### src/rtl/muldiv_seq_pkg.sv
// rtl/muldiv_seq_pkg.sv - shared RV32M constants and sequencer state encoding
package muldiv_seq_pkg;

  localparam int XLEN  = 32;
  localparam int CNT_W = $clog2(XLEN);

  localparam logic [2:0] MULf3    = 3'b000;
  localparam logic [2:0] MULHf3   = 3'b001;
  localparam logic [2:0] MULHSUf3 = 3'b010;
  localparam logic [2:0] MULHUf3  = 3'b011;
  localparam logic [2:0] DIVf3    = 3'b100;
  localparam logic [2:0] DIVUf3   = 3'b101;
  localparam logic [2:0] REMf3    = 3'b110;
  localparam logic [2:0] REMUf3   = 3'b111;

  localparam logic [6:0] MEXT_F7 = 7'b0000001;

  typedef enum logic [1:0] {
    S_IDLE,
    S_RUN,
    S_FIX,
    S_DONE
  } state_t;

endpackage

### src/rtl/muldiv_dp.sv
// rtl/muldiv_dp.sv - magnitude shift-add multiplier / restoring divider datapath
// Loads on i_load, iterates on i_step, applies sign fix and result select on i_fix.
module muldiv_dp
  import muldiv_seq_pkg::*;
(
  input  logic            i_clk,
  input  logic            i_reset,
  input  logic            i_load,
  input  logic            i_step,
  input  logic            i_fix,
  input  logic [2:0]      i_func3,
  input  logic [XLEN-1:0] i_op_a,
  input  logic [XLEN-1:0] i_op_b,
  output logic            o_fast,
  output logic [XLEN-1:0] o_result
);

  logic [2:0]        r_f3;
  logic [XLEN-1:0]   r_a;
  logic [XLEN-1:0]   r_b;
  logic              r_neg;
  logic [2*XLEN-1:0] r_prod;
  logic [XLEN-1:0]   r_quo;
  logic [XLEN-1:0]   r_rem;
  logic [XLEN-1:0]   r_result;

  logic              w_a_signed, w_b_signed, w_neg_a, w_neg_b, w_neg_res;
  logic [XLEN-1:0]   w_a_mag, w_b_mag;
  logic              w_div0, w_ovf;
  logic [XLEN-1:0]   w_fast_res;
  logic [XLEN:0]     w_add;
  logic [XLEN:0]     w_shift;
  logic              w_ge;
  logic [XLEN-1:0]   w_diff;
  logic [2*XLEN-1:0] w_prod_fix;
  logic [XLEN-1:0]   w_quo_fix, w_rem_fix, w_fix_res;

  // Operands enter the loop as magnitudes; r_neg records whether the final word must be negated.
  assign w_a_signed = (i_func3 == MULHf3) | (i_func3 == MULHSUf3) | (i_func3 == DIVf3) | (i_func3 == REMf3);
  assign w_b_signed = (i_func3 == MULHf3) | (i_func3 == DIVf3) | (i_func3 == REMf3);
  assign w_neg_a    = w_a_signed & i_op_a[XLEN-1];
  assign w_neg_b    = w_b_signed & i_op_b[XLEN-1];
  assign w_a_mag    = w_neg_a ? -i_op_a : i_op_a;
  assign w_b_mag    = w_neg_b ? -i_op_b : i_op_b;
  assign w_neg_res  = (i_func3 == REMf3) ? w_neg_a : (w_neg_a ^ w_neg_b);

  assign w_div0     = i_func3[2] & (i_op_b == '0);
  assign w_ovf      = i_func3[2] & ~i_func3[0] & (i_op_a == {1'b1, {(XLEN-1){1'b0}}}) & (i_op_b == '1);
  assign o_fast     = w_div0 | w_ovf;
  assign w_fast_res = i_func3[1] ? (w_div0 ? i_op_a : '0) : (w_div0 ? '1 : i_op_a);

  assign w_add   = {1'b0, r_prod[2*XLEN-1:XLEN]} + {1'b0, r_a};
  assign w_shift = {r_rem, r_quo[XLEN-1]};
  assign w_ge    = (w_shift >= {1'b0, r_b});
  assign w_diff  = w_shift[XLEN-1:0] - r_b;

  assign w_prod_fix = r_neg ? -r_prod : r_prod;
  assign w_quo_fix  = r_neg ? -r_quo : r_quo;
  assign w_rem_fix  = r_neg ? -r_rem : r_rem;

  always_comb begin
    w_fix_res = '0;
    case (r_f3)
      MULf3:                     w_fix_res = w_prod_fix[XLEN-1:0];
      MULHf3, MULHSUf3, MULHUf3: w_fix_res = w_prod_fix[2*XLEN-1:XLEN];
      DIVf3, DIVUf3:             w_fix_res = w_quo_fix;
      default:                   w_fix_res = w_rem_fix;
    endcase
  end

  always_ff @(posedge i_clk) begin
    if (i_reset) begin
      r_f3     <= '0;
      r_a      <= '0;
      r_b      <= '0;
      r_neg    <= 1'b0;
      r_prod   <= '0;
      r_quo    <= '0;
      r_rem    <= '0;
      r_result <= '0;
    end else if (i_load) begin
      r_f3   <= i_func3;
      r_a    <= w_a_mag;
      r_b    <= w_b_mag;
      r_neg  <= w_neg_res;
      r_prod <= {{XLEN{1'b0}}, w_b_mag};
      r_quo  <= w_a_mag;
      r_rem  <= '0;
      if (o_fast) r_result <= w_fast_res;
    end else if (i_step) begin
      if (r_f3[2]) begin
        r_rem <= w_ge ? w_diff : w_shift[XLEN-1:0];
        r_quo <= {r_quo[XLEN-2:0], w_ge};
      end else begin
        r_prod <= r_prod[0] ? {w_add, r_prod[XLEN-1:1]} : {1'b0, r_prod[2*XLEN-1:1]};
      end
    end else if (i_fix) begin
      r_result <= w_fix_res;
    end
  end

  assign o_result = r_result;

endmodule

### src/rtl/muldiv_seq.sv
// rtl/muldiv_seq.sv - RV32M iterative multiply/divide sequencer (FSM, counter, handshake)
module muldiv_seq
  import muldiv_seq_pkg::*;
(
  input  logic            i_clk,
  input  logic            i_reset,
  input  logic            i_start,
  input  logic [2:0]      i_func3,
  input  logic [XLEN-1:0] i_op_a,
  input  logic [XLEN-1:0] i_op_b,
  output logic            o_busy,
  output logic            o_done,
  output logic [XLEN-1:0] o_result,
  output logic            o_stall
);

  state_t           r_state;
  state_t           w_state_next;
  logic [CNT_W-1:0] r_cnt;
  logic [CNT_W-1:0] w_cnt_next;
  logic             w_load, w_step, w_fix, w_fast;

  always_ff @(posedge i_clk) begin
    if (i_reset) begin
      r_state <= S_IDLE;
      r_cnt   <= '0;
    end else begin
      r_state <= w_state_next;
      r_cnt   <= w_cnt_next;
    end
  end

  always_comb begin
    w_state_next = r_state;
    w_cnt_next   = r_cnt;
    w_load       = 1'b0;
    w_step       = 1'b0;
    w_fix        = 1'b0;
    case (r_state)
      S_IDLE: begin
        if (i_start) begin
          w_load = 1'b1;
          if (w_fast) begin
            w_state_next = S_DONE;
          end else begin
            w_cnt_next   = CNT_W'(XLEN - 1);
            w_state_next = S_RUN;
          end
        end
      end
      S_RUN: begin
        w_step = 1'b1;
        if (r_cnt == '0) w_state_next = S_FIX;
        else             w_cnt_next   = r_cnt - 1'b1;
      end
      S_FIX: begin
        w_fix        = 1'b1;
        w_state_next = S_DONE;
      end
      default: w_state_next = S_IDLE;
    endcase
  end

  muldiv_dp u_dp (
    .i_clk    (i_clk),
    .i_reset  (i_reset),
    .i_load   (w_load),
    .i_step   (w_step),
    .i_fix    (w_fix),
    .i_func3  (i_func3),
    .i_op_a   (i_op_a),
    .i_op_b   (i_op_b),
    .o_fast   (w_fast),
    .o_result (o_result)
  );

  assign o_busy  = (r_state == S_RUN) | (r_state == S_FIX);
  assign o_done  = (r_state == S_DONE);
  // The core advances on the edge that ends the done cycle.
  assign o_stall = i_start & ~o_done;

endmodule
### config.mk
export PLATFORM = sky130hd
export DESIGN_NAME = muldiv_seq
export DESIGN_NICKNAME = d
export VERILOG_FILES = /design/src/rtl/muldiv_seq_pkg.sv /design/src/rtl/muldiv_dp.sv /design/src/rtl/muldiv_seq.sv
export SDC_FILE = /design/constraint.sdc
export NUM_CORES = 1
export LEC_CHECK = 0
export CAP_MARGIN = 25
export CELL_PAD_IN_SITES_DETAIL_PLACEMENT = 1
export CELL_PAD_IN_SITES_GLOBAL_PLACEMENT = 1
export CORE_UTILIZATION = 46
export DETAILED_ROUTE_END_ITERATION = 7
export HOLD_SLACK_MARGIN = 0.08
export PLACE_DENSITY_LB_ADDON = 0.1
export SYNTH_ARGS = -nofsm -noshare
export SYNTH_HDL_FRONTEND = slang
export SYNTH_SLANG_ARGS = --single-unit
### constraint.sdc
create_clock -name i_clk -period 4.3 [get_ports i_clk]
set_input_delay 0.645 -clock i_clk [delete_from_list [all_inputs] [get_ports i_clk]]
set_output_delay 0.645 -clock i_clk [all_outputs]
set_load 0.02 [all_outputs]
==> results of run 1 <==
## final cells by class
type                       count  area [um^2]
sequential                   235         4708
clock inverter                13        106.4
inverter                      73        274.0
multi-input combinational   1960        12960
tap                          525        656.9
clock buffer                  36        802.0
timing repair buffer         186         1679
fill                        4875        18550
## sequential cells by signal, indices dropped and copies added (netlist names), 3 cells and up
| signal | cells |
|---|---|
| u_dp.r_a | 32 |
| u_dp.r_b | 32 |
| u_dp.r_rem | 32 |
| r_cnt | 5 |
| u_dp.r_prod | 64 |
| u_dp.r_f3 | 3 |
| u_dp.r_quo | 32 |
| u_dp.o_result | 32 |
## metal layers
metal  part of all wire [%]  wire length, um
met1                     42            33590
met2                     47            37630
met3                    5.1             4155
met4                    6.7             5374
met5                      0                0
## worst max-delay path by stage
stage | startpoint | end | depth (start not counted)
4_1_cts | u_dp.r_prod[1] | u_dp.o_result[16] | 9
5_1_grt | u_dp.r_prod[5] | u_dp.o_result[16] | 7
2_1_floorplan | i_op_a[1] | u_dp.o_result[31] | 12
6_report | u_dp.r_prod[1] | u_dp.o_result[16] | 9
3_5_place_dp | i_op_b[26] | u_dp.o_result[21] | 9
3_3_place_gp | i_op_b[26] | u_dp.o_result[21] | 9
## through the flow
step,cells,worst slack (ps)
final,3028,332.2
after global routing,3028,285.0
after CTS,3028,502.6
after detailed placement,2979,256.3
after global placement,2979,359.0
after floorplan,2440,831.3
## logic make-up (layout without fill, tap and decap cells)
family	Yosys count	count (layout)	share of synthesized area, %
buffers and inverters	245	308	5.053
DFF	235	235	25.36
muxes	89	89	4.810
and+or+nand+nor	746	746	19.75
AOI/OAI and AO/OA	815	815	28.51
adders and majority gates	108	108	6.975
xor gates and xnor gates	202	202	9.539
## worst reg2reg max path: stages, from the launching register on
cell and delay, ps:
dfxtp_1 350, inv_1 90, ha_1 210, nor3b_1 300, nand4_1 390, or4_1 890, o41ai_1 490, xnor2_1 160
a211oi_1 790, nor4_1 130
## power by group
| part | total (mW) | internal, mW | switching (mW) |
|---|---|---|---|
| Combinational | 7.55 | 2.69 | 4.86 |
| Sequential | 3.60 | 2.77 | 0.830 |
| Clock | 2.39 | 1.37 | 1.02 |
| Total | 13.5 | 6.83 | 6.71 |
## cell usage in the layout (no fill, tap or decap), drive strengths merged, types with 72 or more instances in the layout
cell / count
nor2: 202
nand2: 185
o21ai: 163
clkdlybuf4s50: 103
mux2i: 88
ha: 77
inv: 72
a21oi: 214
xnor2: 94
buf: 83
xor2: 108
dfxtp: 235
==> impl_metrics.tcl, run 1 <==
set metrics [dict create \
    row_count 73 \
    synth_cell_types 72 \
    maxSlewHeadroom_pct 31.25 \
    gp_congestion 0.9986 \
    synth_commonest_cells "235 x dfxtp_1, 214 x a21oi_1, 202 x nor2_1" \
    hold_class "reg2reg" \
    ys_seq_area_share_pct 25.36 \
    grt_use_met3_pct 3.949 \
    start_util_pct 46.68 \
    cts_htree_levels 1 \
    post-route-util_pct 53.32 \
    worst_ep_arrival_time_ps 4370 \
    tightest_slew_ps 1005 \
    setup_viol 0 \
    syn2layout_area_growth_pct 14.22 \
    max-cap-violations 0 \
    yosysTopAreaCellShare_pct 25.36 \
    timing.rr.start "u_dp.r_prod[1]" \
    busiest_layer "met2" \
    yosys_warnings 0 \
    powerDensity_nw_per_um2 638.8 \
    fp.dieW_um 202.8 \
    grt_use_total_pct 38.59 \
    rr_endpoint "u_dp.o_result[16]" \
    die_area_um2 41130 \
    critical-path-top-delay-family "simple AND/OR/NAND/NOR gates" \
    cts_resized 0 \
    hold_depth 2 \
    clk_latency_ps 560 \
    whs_ps 467.0 \
    dr.pass1.iters 6 \
    grt_max_degree 84 \
    cts_buffer_depth 3 \
    timing.fmax_ghz 0.2520 \
    hold_end "u_dp.r_b[7]" \
    port_buffers 104 \
    crit_chain "inv_1 > ha_1 > nor3b_1 > nand4_1 > or4_1 > o41ai_1 > xnor2_1 > a211oi_1 > nor4_1" \
    min_from "u_dp.r_b[7]" \
    worst-path-buf-inv 1 \
    end_kind "register" \
    yosys.area.top_type "dfxtp_1" \
    antenna_found_initial 0 \
    stdcell_area_um2 21190 \
    yosysMostFrequentCell "dfxtp_1" \
    ys_top_cells_by_area "dfxtp_1 25%, a21oi_1 5.8%, ha_1 5.2%, xor2_1 5.1%, mux2i_1 4.7%" \
    max_stage_delay_ps 890 \
    leakagePower_nw 8.079 \
    drt_iter0_markers 1631 \
    synth-main-ff-cell "dfxtp_1" \
    rsz0062_at_grt "false" \
    synth_edf_count 0 \
    layout_min_cycle_time_ps 3968 \
    drive_above_1_share_pct 7.072 \
    postSynthAreaPerCell_um2 7.602 \
    p_total_mw 13.53 \
    synth-seq-cells 235 \
    grt.overflow.total 0 \
    r2r_slack_ps 330 \
    use_met2_pct 64.35 \
    slew_viol_final 0 \
    critPathKind "reg2reg" \
    clockRootBuffer "clkbuf_16" \
    synthesis.area_um2 18550 \
    tns_ps 0 \
    period_share_pct 92.28 \
    hpwl_mm 62.07 \
    cts_tree "yes" \
    cts.clk_slew.worst_paths_ps 60 \
    diodes 0 \
    place_area_um2 20280 \
    status "finished, final reports clean" \
    vias 19870 \
    grt_pass1_wl_mm 122.5 \
    ff2ff_path_depth 9 \
    vias_per_cell 6.562 \
    hold_violations 0 \
    cp.required_ps 4710 \
    peakVddDrop_mv 0.3029 \
    io_pins 105 \
    gr-usage-met1_pct 48.12 \
    crit_path_max_fanout 12 \
    design.core.area_um2 39730 \
    start_kind "register" \
    async_reset_ff_share_pct 0 \
    cts_setup_buffers 0 \
    drc 0 \
    die_y_um 202.8 \
    synth_nets 2589 \
    first_global_vias 19980 \
    cts_buffers 28 \
    final_nets 2633 \
    postCtsHoldBufs 0 \
    fin_skew_ps 11.53 \
    wl_mm 80.75 \
    final_antenna_net_count 0 \
    syn-instance-count 2440 \
    cts.sinks 235 \
    slowest_stage "or4_1" \
    routedWlPerCell_um 26.67 \
]
No activity file was read; power rests on OpenSTA's default activity.
==> run 2, diff against run 1 <==
--- a/config.mk
+++ b/config.mk
@@ -12,6 +12,7 @@
 export DETAILED_ROUTE_END_ITERATION = 7
 export HOLD_SLACK_MARGIN = 0.08
 export PLACE_DENSITY_LB_ADDON = 0.1
+export SLEW_MARGIN = 0
 export SYNTH_ARGS = -nofsm -noshare
 export SYNTH_HDL_FRONTEND = slang
 export SYNTH_SLANG_ARGS = --single-unit
==> results of run 2 <==
Final layout, timing and power as in run 1 (identical DEF).
